File: src/rtl/epp_pkg.sv
// Shared encodings and default timing for the DEPP host-side master.
package epp_pkg;

    localparam logic [1:0] EPP_OP_AW = 2'b00;
    localparam logic [1:0] EPP_OP_DW = 2'b01;
    localparam logic [1:0] EPP_OP_DR = 2'b10;
    localparam logic [1:0] EPP_OP_AR = 2'b11;

    localparam logic [2:0] ST_IDLE    = 3'd0;
    localparam logic [2:0] ST_SETUP   = 3'd1;
    localparam logic [2:0] ST_STROBE  = 3'd2;
    localparam logic [2:0] ST_RELEASE = 3'd3;
    localparam logic [2:0] ST_DONE    = 3'd4;

    localparam int EPP_SYNC_STAGES = 2;
    localparam int EPP_SETUP_CYC   = 2;
    localparam int EPP_TIMEOUT_CYC = 1024;

    // Address cycles are the two ops whose bits agree (AW=00, AR=11).
    function automatic logic is_addr_op(input logic [1:0] op);
        return op[0] == op[1];
    endfunction

endpackage

File: src/rtl/epp_sync.sv
// Multi-flop synchroniser for a single asynchronous level, cleared to 0 on reset.
module epp_sync #(
    parameter int STAGES = 2
) (
    input  logic clk,
    input  logic rst_n,
    input  logic d,
    output logic q
);

    logic [STAGES-1:0] chain;

    always_ff @(posedge clk or negedge rst_n) begin
        if (!rst_n) begin
            chain <= '0;
        end else begin
            chain <= {chain[STAGES-2:0], d};
        end
    end

    assign q = chain[STAGES-1];

endmodule

File: src/rtl/epp_host_master.sv
// DEPP initiator: turns one byte command into one complete strobe/wait bus cycle
// and reports read data or an abort through a single-cycle response pulse.
module epp_host_master
    import epp_pkg::*;
#(
    parameter int SYNC_STAGES = EPP_SYNC_STAGES,
    parameter int SETUP_CYC   = EPP_SETUP_CYC,
    parameter int TIMEOUT_CYC = EPP_TIMEOUT_CYC
) (
    input  logic       clk,
    input  logic       rst_n,
    // Command: a transfer happens on a rising edge where cmd_valid & cmd_ready;
    // cmd_op/cmd_wdata are sampled only then, cmd_valid may stay high while busy.
    input  logic       cmd_valid,
    output logic       cmd_ready,
    input  logic [1:0] cmd_op,
    input  logic [7:0] cmd_wdata,
    output logic       rsp_valid,
    output logic [7:0] rsp_rdata,
    output logic       rsp_timeout,
    output logic       epp_astrb,
    output logic       epp_dstrb,
    output logic       epp_rnw,
    output logic [7:0] epp_dout,
    output logic       epp_oe,
    input  logic [7:0] epp_din,
    input  logic       epp_wait,
    output logic [2:0] fsm_state
);

    // One counter serves both the setup delay and the wait-edge timeout.
    localparam int CNT_TOP = (TIMEOUT_CYC > SETUP_CYC) ? TIMEOUT_CYC : SETUP_CYC;
    localparam int CW      = $clog2(CNT_TOP + 1);

    localparam logic [CW-1:0] SETUP_LAST = CW'(SETUP_CYC - 1);
    localparam logic [CW-1:0] TO_LAST    = CW'(TIMEOUT_CYC - 1);
    localparam logic [CW-1:0] MIN_LAST   = CW'(SYNC_STAGES);

    logic [2:0]    state;
    logic [CW-1:0] cnt;
    logic [1:0]    op_q;
    logic [7:0]    rdata_q;
    logic          to_q;
    logic          ready_en;
    logic          wait_s;

    epp_sync #(
        .STAGES (SYNC_STAGES)
    ) u_wait_sync (
        .clk   (clk),
        .rst_n (rst_n),
        .d     (epp_wait),
        .q     (wait_s)
    );

    // ready_en keeps cmd_ready low until the first clock after reset release.
    assign cmd_ready = ready_en && (state == ST_IDLE);
    assign fsm_state = state;

    always_ff @(posedge clk or negedge rst_n) begin
        if (!rst_n) begin
            state       <= ST_IDLE;
            cnt         <= '0;
            op_q        <= EPP_OP_AW;
            rdata_q     <= '0;
            to_q        <= 1'b0;
            ready_en    <= 1'b0;
            rsp_valid   <= 1'b0;
            rsp_rdata   <= '0;
            rsp_timeout <= 1'b0;
            epp_astrb   <= 1'b1;
            epp_dstrb   <= 1'b1;
            epp_rnw     <= 1'b1;
            epp_oe      <= 1'b0;
            epp_dout    <= '0;
        end else begin
            ready_en  <= 1'b1;
            rsp_valid <= 1'b0;
            case (state)
                ST_IDLE: begin
                    if (cmd_valid && cmd_ready) begin
                        op_q     <= cmd_op;
                        epp_rnw  <= cmd_op[1];
                        epp_oe   <= ~cmd_op[1];
                        epp_dout <= cmd_wdata;
                        rdata_q  <= '0;
                        to_q     <= 1'b0;
                        cnt      <= '0;
                        state    <= ST_SETUP;
                    end
                end
                ST_SETUP: begin
                    if (cnt == SETUP_LAST) begin
                        cnt   <= '0;
                        state <= ST_STROBE;
                        if (is_addr_op(op_q)) begin
                            epp_astrb <= 1'b0;
                        end else begin
                            epp_dstrb <= 1'b0;
                        end
                    end else begin
                        cnt <= cnt + CW'(1);
                    end
                end
                // Holding off until MIN_LAST guarantees the target sees the strobe
                // low for at least SYNC_STAGES+1 clocks, even with wait stuck high.
                ST_STROBE: begin
                    if (wait_s && (cnt >= MIN_LAST)) begin
                        if (op_q[1]) begin
                            rdata_q <= epp_din;
                        end
                        epp_astrb <= 1'b1;
                        epp_dstrb <= 1'b1;
                        cnt       <= '0;
                        state     <= ST_RELEASE;
                    end else if (cnt == TO_LAST) begin
                        epp_astrb <= 1'b1;
                        epp_dstrb <= 1'b1;
                        to_q      <= 1'b1;
                        cnt       <= '0;
                        state     <= ST_RELEASE;
                    end else begin
                        cnt <= cnt + CW'(1);
                    end
                end
                ST_RELEASE: begin
                    if (!wait_s) begin
                        cnt         <= '0;
                        state       <= ST_DONE;
                        rsp_valid   <= 1'b1;
                        rsp_timeout <= to_q;
                        rsp_rdata   <= to_q ? 8'h00 : rdata_q;
                    end else if (cnt == TO_LAST) begin
                        to_q        <= 1'b1;
                        cnt         <= '0;
                        state       <= ST_DONE;
                        rsp_valid   <= 1'b1;
                        rsp_timeout <= 1'b1;
                        rsp_rdata   <= 8'h00;
                    end else begin
                        cnt <= cnt + CW'(1);
                    end
                end
                ST_DONE: begin
                    epp_oe  <= 1'b0;
                    epp_rnw <= 1'b1;
                    cnt     <= '0;
                    state   <= ST_IDLE;
                end
                default: begin
                    cnt   <= '0;
                    state <= ST_IDLE;
                end
            endcase
        end
    end

endmodule
File: config.mk
export PLATFORM = sky130hd
export DESIGN_NAME = epp_host_master
export DESIGN_NICKNAME = d
export VERILOG_FILES = /design/src/rtl/epp_pkg.sv /design/src/rtl/epp_sync.sv /design/src/rtl/epp_host_master.sv
export SDC_FILE = /design/constraint.sdc
export NUM_CORES = 1
export LEC_CHECK = 0
export ABC_AREA = 1
export CORE_AREA = 2 2 98 100
export CTS_CLUSTER_DIAMETER = 200
export DETAILED_ROUTE_END_ITERATION = 8
export DIE_AREA = 0 0 100 102
export PLACE_DENSITY = 0.45
export SYNTH_ARGS = -nofsm -noshare
export SYNTH_HDL_FRONTEND = slang
export SYNTH_HIERARCHICAL = 1
export SYNTH_SLANG_ARGS = --single-unit
File: constraint.sdc
create_clock -name clk -period 5.1 [get_ports clk]
set_input_delay 1.53 -clock clk [delete_from_list [all_inputs] [get_ports clk]]
set_output_delay 1.53 -clock clk [all_outputs]
set_load 0.01 [all_outputs]
* Yosys cells after proc, flatten, opt, wreduce, memory -nomap -nowiden
Index checks and enable logic that the tools add are counted.
Storage, ports and cells: input port bits 22, output and inout port bits 26, bits in registers 50, logic and storage cells 93
Operators by class: mux-type cells 41, eq/ne operators 18, reduce and logical (&&, ||, !) cells 16, add/sub/neg operators 1, bitwise operators 1, magnitude comparators 1
Operator list (number):
- $mux W11 | 5
- $mux W8 | 6
- $pmux W11 S4 | 1
- $reduce_and A4 Y1 | 5
- $mux W3 | 6
- $mux W1 | 16
- $pmux W8 S2 | 1
- $ne A2 B2 Y1 const B | 7
- $pmux W3 S4 | 1
- $add A11 B1 Y11 const B | 1
- $eq A11 B1 Y1 const B | 1
- $eq A11 B10 Y1 const B | 1
- $ge A11 B2 Y1 const B | 1
- $pmux W1 S2 | 4
- $eq A3 B2 Y1 const B | 2
- $ne A3 B3 Y1 const B | 2
- $reduce_and A2 Y1 | 3
- $reduce_bool A2 Y1 | 3
- $ne A2 B1 Y1 const B | 2
- $eq A3 B1 Y1 const B | 1
- $eq A3 B3 Y1 const B | 1
- $logic_and A1 B1 Y1 | 3
- $logic_not A3 Y1 | 1
- $pmux W1 S3 | 1
- 3 further kinds | 3

* Logic depth before layout (Yosys ltp)
word-level depth 5, gate-level depth with buffers 10, gate-level depth less buffers 10

* Modules after synthesis
The synthesis kept the hierarchy.
By module, submodules not included:
- epp_host_master | instances 1, cells each 305, seq. area each 1204.9 um2, area each 2456.1 um2
- epp_sync | instances 1, cells each 2, seq. area each 50.0 um2, area each 50.0 um2

* Worst setup path before layout
OpenSTA, ideal clock, no wires.
kind reg2out, from register state[2], in the netlist fsm_state[2], to output port cmd_ready, buffers on the path 0, path slack 2.694 ns, data arrival time 0.876 ns, data required time 3.570 ns, cell stages (with the launch flop) 4, path through dfrtp_1 -> nor2_4 -> nand2_2 -> nor2_4
On the way: word-level cells in the longest chain between the ends 2
RTL lines:
- from (decl) | line epp_host_master.sv:39 | logic [2:0] state;
- from (signal assigned) | line epp_host_master.sv:62 | state <= ST_IDLE;
- from (signal assigned) | line epp_host_master.sv:89 | state <= ST_SETUP;
- from (signal assigned) | line epp_host_master.sv:95 | state <= ST_STROBE;
- $logic_not A3 Y1 | line epp_host_master.sv:57 | assign cmd_ready = ready_en && (state == ST_IDLE);
- $logic_and A1 B1 Y1 | line epp_host_master.sv:57
- to (decl) | line epp_host_master.sv:15 | output logic cmd_ready,
No other way between the ends.

* Worst setup path in the final report
Ends and elaborated chain as after synthesis.

==> results.tsv <==
stage	metric	value	unit
routing	via_per_inst	4.39	
worst_setup_path	max_stage_delay	550	ps
worst_setup_path	path_cells	nor2_4, nand2_2, nor2_4, clkdlybuf4s50_1	
global_routing	first_global_vias	2063	
worst_setup_path	crit_path_top_delay_cell	clkdlybuf4s50_1	
sta	worst_pin_slew	747	ps
worst_setup_path	cp_max_fo	7	
worst_setup_path	required	3570	ps
sta	setup_viol	0	
synthesis	synth.area.mux_share	0	%
global_routing	gr-total-overflow	0	
global_routing	gr-usage-all-layers	12.6	%
synthesis	synth-edff-count	0	
clock_tree	htree_num_levels	2	
worst_setup_path	cp-end-kind	output port	
floorplanning	io_pins	48	
worst_setup_path	worstPathArrival	1750	ps
sta	fin_setup_tns	0	ps
routing	wl_per_cell	12.6	um
synthesis	synth_seq_cells	50	
routing	first_pass_iters	4	
synthesis	synth_top_family_by_area	simple AND/OR/NAND/NOR gates	
floorplanning	start_util	27.5	%
finish	syn_to_final_growth	27.2	%
clock_tree	post_cts_buffers	0	
global_routing	antenna_found_initial	0	
power	power.density	510	nW/um^2
synthesis	async_flop_share	100	%
clock_tree	clockBufferDepth	2	
clock_tree	cts_buffers	5	
worst_setup_path	critPathTopFamily	buffers and inverters	
floorplanning	die_y	102	um
synthesis	synth_ff_type	dfrtp_1	
finish	fin_nets	383	
sta	fin_crit	3280	ps
placement	io_buffer_count	47	
power	ir_drop	0.209	mV
clock_tree	post_cts_resized	0	
placement	dp_hpwl	4290	um
hold_path	hold_depth	0	
sta	clock_skew	10.3	ps
clock_tree	hold_buffers	0	
global_routing	grt_pass1_wl	10200	um
finish	drive_gt1_share	9.19	%
run	maxCapViolCount	0	
synthesis	yosysSeqAreaShare	50.1	%
routing	drtAntennaViolNets	0	
synthesis	synth_warnings	6	
routing	wirelength	5940	um
global_routing	grt_max_degree	30	
clock_tree	cts-root-buf	clkbuf_8	
floorplanning	placeableCoreArea	9110	um^2
clock_tree	clk_pin_slew	90	ps
synthesis	syn_inst	307	
clock_tree	cts_sinks	50	
floorplanning	dieArea	10200	um^2
sta	setup_ws	1820	ps
routing	drc_errors	0	
worst_setup_path	cp-start-kind	flop	
floorplanning	row_count	35	
synthesis	synthSimpleGateAreaFrac	37.8	%
finish	n_antenna_cell	0	
worst_setup_path	crit_top_cell	nor2_4	
synthesis	synth.avg_cell_area	8.16	um^2
synthesis	synth_area	2510	um^2
synthesis	synth_nets	332	
hold_path	hp-class	reg2reg	
routing	drt-initial-drc-count	116	
synthesis	synth_xor_area_share	2.10	%
worst_setup_path	cp_num_buf_inv	1	
synthesis	synth_compound_area_share	3.64	%
finish	layout.cells.non_filler	470	
clock_tree	cts_tree	built	
sta	max_slew_margin	50.0	%
sta	fmax	0.305	GHz
worst_setup_path	critical_path_class	reg2out	
synthesis	ys_types	36	
routing	vias	2061	
floorplanning	die_w	100	um
clock_tree	clkLatencyLatePin	310	ps
sta	hold_viol	0	
sta	drv_slew	0	
status	status	completed	
placement	place_ws	2080	ps
synthesis	synth_fa_ha_area_share	1.50	%
sta	rsz0062_at_grt	false	
sta	final.period_utilization	64.4	%
worst_setup_path	cp.depth	4	
power	p_leak	1.55	nW
worst_setup_path	r2r_cells	6	
placement	dp_cells	462	
placement	place_congestion	0.826	
==> Yosys cell counts, types with 2 or more instances <==
| master | instances | area share, % |
|---|---|---|
| buf_2 | 2 | 0.40 |
| clkbuf_1 | 2 | 0.30 |
| dfrtp_1 | 47 | 47 |
| dfstp_2 | 3 | 3.1 |
| ha_1 | 3 | 1.5 |
| inv_1 | 18 | 2.7 |
| inv_2 | 6 | 0.90 |
| nand2_1 | 131 | 20 |
| nand2_4 | 2 | 0.90 |
| nand3_1 | 30 | 6.0 |
| nand3b_1 | 8 | 2.4 |
| nand4_1 | 3 | 0.75 |
| nor2_1 | 14 | 2.1 |
| nor2_4 | 2 | 0.90 |
| nor3_1 | 5 | 1.0 |
| nor3_4 | 3 | 1.9 |
| o21ai_0 | 5 | 1.0 |
| xor2_1 | 5 | 1.7 |
==> worst reg2reg max path, cell delays in order (launching register included) <==
cell and delay [ps]:
dfrtp_1 520, nor3_4 690, nand3_1 250, nand2_1 370, nand2_4 140, nand2_1 90, nand2_1 50
==> report_power, final <==
part	switching, mW	internal (mW)
combinational	0.433	0.323
clock	0.140	0.0970
sequential	0.0991	0.532
total	0.673	0.952
==> cells by family (layout without fill, tap and decap cells) <==
family	count (synthesis)	count (layout)
AO/OA/AOI/OAI	13	13
XOR/XNOR	6	6
adder cells (fa/ha/maj)	3	3
buffers and inverters	30	82
flip-flops	50	50
other	1	1
AND/OR/NAND/NOR	204	204
==> through the flow <==
stage | area, um^2 | hold slack, ps | power, mW | utilization [%]
final | 3190 | 360 | 1.62 | 35.0
after detailed placement | 3100 | 338 | 1.40 | 34.0
after floorplan | 2510 | 331 | 1.08 | -
after CTS | 3190 | 360 | 1.65 | 35.0
after global placement | 3100 | 334 | 1.40 | 34.0
after global routing | 3190 | 369 | 1.78 | 35.0
==> routing by layer <==
metal / wire [um] / share of wire, % / global-route usage, % / vias up
met4: 44 / 0.74 / 2.85 / 0
met2: 2570 / 43 / 18.9 / 47
met1: 3040 / 51 / 18.3 / 934
met3: 279 / 4.7 / 3.42 / 5
li1: - / - / - / 1075
met5: 0 / 0 / 0 / -
==> cells in the final DEF (no fill, tap or decap), types with 2 or more instances in the layout <==
cell,n
xor2_1,5
clkinvlp_4,2
nor3_4,3
o21ai_0,5
ha_1,3
dfrtp_1,47
nor2_1,14
dfstp_2,3
nand3_1,30
nand2_1,131
clkbuf_8,5
inv_2,6
nand4_1,3
inv_1,18
nor2_4,2
clkdlybuf4s50_1,46
nor3_1,5
nand2_4,2
nand3b_1,8
==> layout make-up <==
class	count	area, um^2
clock buffers	6	72.6
multi-input cells	227	1130
fillers	951	5920
repair buffers	48	473
inverters	26	100
flip-flops and latches	50	1250
well taps	111	139
clock inverters	2	15.0
==> final timing paths <==
path | endpoint | slack (ps) | start
max | cmd_ready | 1820 | fsm_state[2]
min | u_wait_sync/chain[1] | 360 | u_wait_sync/chain[0]
max reg2reg | rdata_q[6] | 2890 | fsm_state[2]
min in group asynchronous | rsp_rdata[5] | 1180 | rst_n
min reg2reg | u_wait_sync/chain[1] | 360 | u_wait_sync/chain[0]
max in group asynchronous | epp_rnw | 3110 | rst_n
==> state kept, by name, summed over array words and instances, names as in the netlist <==
name	flops
cnt	11
epp_astrb	1
epp_dout	8
epp_dstrb	1
epp_oe	1
epp_rnw	1
fsm_state	3
op_q	2
rdata_q	8
ready_en	1
rsp_rdata	8
rsp_timeout	1
rsp_valid	1
to_q	1
u_wait_sync/chain	2
No activity file was read; power rests on OpenSTA's default activity.
==> edit: new RTL, same settings <==
Set the package constant `EPP_SYNC_STAGES` to 4 (it was 2).
--- a/src/rtl/epp_pkg.sv
+++ b/src/rtl/epp_pkg.sv
@@ -12,7 +12,7 @@
     localparam logic [2:0] ST_RELEASE = 3'd3;
     localparam logic [2:0] ST_DONE    = 3'd4;
 
-    localparam int EPP_SYNC_STAGES = 2;
+    localparam int EPP_SYNC_STAGES = 4;
     localparam int EPP_SETUP_CYC   = 2;
     localparam int EPP_TIMEOUT_CYC = 1024;
 
Check against the original RTL: not equivalent (a bounded check fails within 10 cycles, from zero or initial values and one cycle with rst_n low).
==> edit against the unedited design <==
Area after synthesis grew 3.7%. Sequential cell count rose by 2. Critical path type unchanged. Design area up 2.2%. Routed wire length down 3.4%. Synthesized cell count down 7.5%. Worst setup slack worse by 100 ps. Die area is the same.
Power is not compared: it rests on default switching activity, and its combinational part moved more than twofold at a synthesized area within 25%.
==> edit: results (changes against the unedited design) <==
<table>
<tr><th>Metric</th><th>Value</th></tr>
<tr><th colspan="2">Final layout</th></tr>
<tr><td>Number of nets in the layout</td><td>359 (was 383)</td></tr>
<tr><td>Count of filler cells inserted in the layout</td><td>990 (was 951)</td></tr>
<tr><th colspan="2">Yosys</th></tr>
<tr><td>Sequential-to-total area share from yosys stat</td><td>50.2% (was 50.1%)</td></tr>
<tr><td>Xor and xnor area share after synthesis</td><td>1.69% (was 2.10%)</td></tr>
<tr><td>Area share of the largest cell type after synthesis</td><td>47.2% (was 46.9%)</td></tr>
<tr><td>Compound-gate portion of the synthesized area</td><td>8.81% (was 3.64%)</td></tr>
<tr><td>Commonest cells in the synthesized netlist</td><td>90 x nand2_1, 49 x dfrtp_1, 23 x inv_1 (was 131 x nand2_1, 47 x dfrtp_1, 30 x nand3_1)</td></tr>
<tr><td>Synth Area in Adders</td><td>1.44% (was 1.50%)</td></tr>
<tr><td>Top area cells in the synthesized netlist</td><td>dfrtp_1 47%, nand2_1 13%, inv_1 3.3%, dfstp_2 3.0%, a22o_1 2.7% (was dfrtp_1 47%, nand2_1 20%, nand3_1 6.0%, dfstp_2 3.1%, inv_1 2.7%)</td></tr>
<tr><th colspan="2">Power</th></tr>
<tr><td>Post-layout power</td><td>a little over 0.7 mW</td></tr>
<tr><th colspan="2">Placement</th></tr>
<tr><td>GPL Wtd Cong</td><td>0.796 (was 0.826)</td></tr>
<tr><td>Placed Cells</td><td>438 (was 462)</td></tr>
<tr><td>Detail Placement HPWL</td><td>4.32 mm (was 4.29 mm)</td></tr>
<tr><th colspan="2">STA</th></tr>
<tr><td>Tightest Pin Transition</td><td>702 ps (was 747 ps)</td></tr>
<tr><td>Final setup slack of the worst path</td><td>1720 ps (was 1820 ps)</td></tr>
<tr><th colspan="2">GRT</th></tr>
<tr><td>First-pass GRT wire length</td><td>9.34 mm (was 10.2 mm)</td></tr>
<tr><td>GRT Resource Usage Total</td><td>11.7% (was 12.6%)</td></tr>
<tr><th colspan="2">Routing</th></tr>
<tr><td>Initial drt markers</td><td>76 (was 116)</td></tr>
<tr><td>Wire length on met3</td><td>262 um (was 279 um)</td></tr>
<tr><td>Via count normalized by instance count</td><td>4.38 (was 4.39)</td></tr>
<tr><td>Routed length on met2</td><td>2.62 mm (was 2.57 mm)</td></tr>
<tr><td>Final routed wirelength across all metal layers</td><td>5.74 mm (was 5.94 mm)</td></tr>
<tr><td>Met1 Routed Length</td><td>2.78 mm (was 3.04 mm)</td></tr>
<tr><th colspan="2">Outcome</th></tr>
<tr><td>Status</td><td>finished, final reports clean (unchanged)</td></tr>
<tr><th colspan="2">Setup path</th></tr>
<tr><td>Endpoint of the worst register-to-register path</td><td>epp_oe (was rdata_q[6])</td></tr>
</table>
==> edit: changes by cell type after synthesis, moves of 4 or more <==
cell	change
o21ai_0	-4
o21ai_1	+6
nand4_1	+4
a22o_1	+8
inv_1	+5
nand3_1	-16
nand2_1	-41
==> edit: layout make-up <==
cell class	count	area (um^2)	share of cell area, %
multi-input combinational	193	1120	34.3
timing repair buffer	48	473	14.5
inverter	34	135	4.15
clock inverter	2	16.3	0.499
sequential	52	1310	40.0
tap	111	139	4.26
clock buffer	6	72.6	2.23
==> edit: worst min path at each step <==
stage,start,to,slack (ps)
floorplan,u_wait_sync/chain[0],u_wait_sync/chain[1],330
global placement,u_wait_sync/chain[0],u_wait_sync/chain[1],330
detailed placement,u_wait_sync/chain[1],u_wait_sync/chain[2],340
CTS,u_wait_sync/chain[1],u_wait_sync/chain[2],360
global route,u_wait_sync/chain[0],u_wait_sync/chain[1],370
finish,u_wait_sync/chain[0],u_wait_sync/chain[1],360
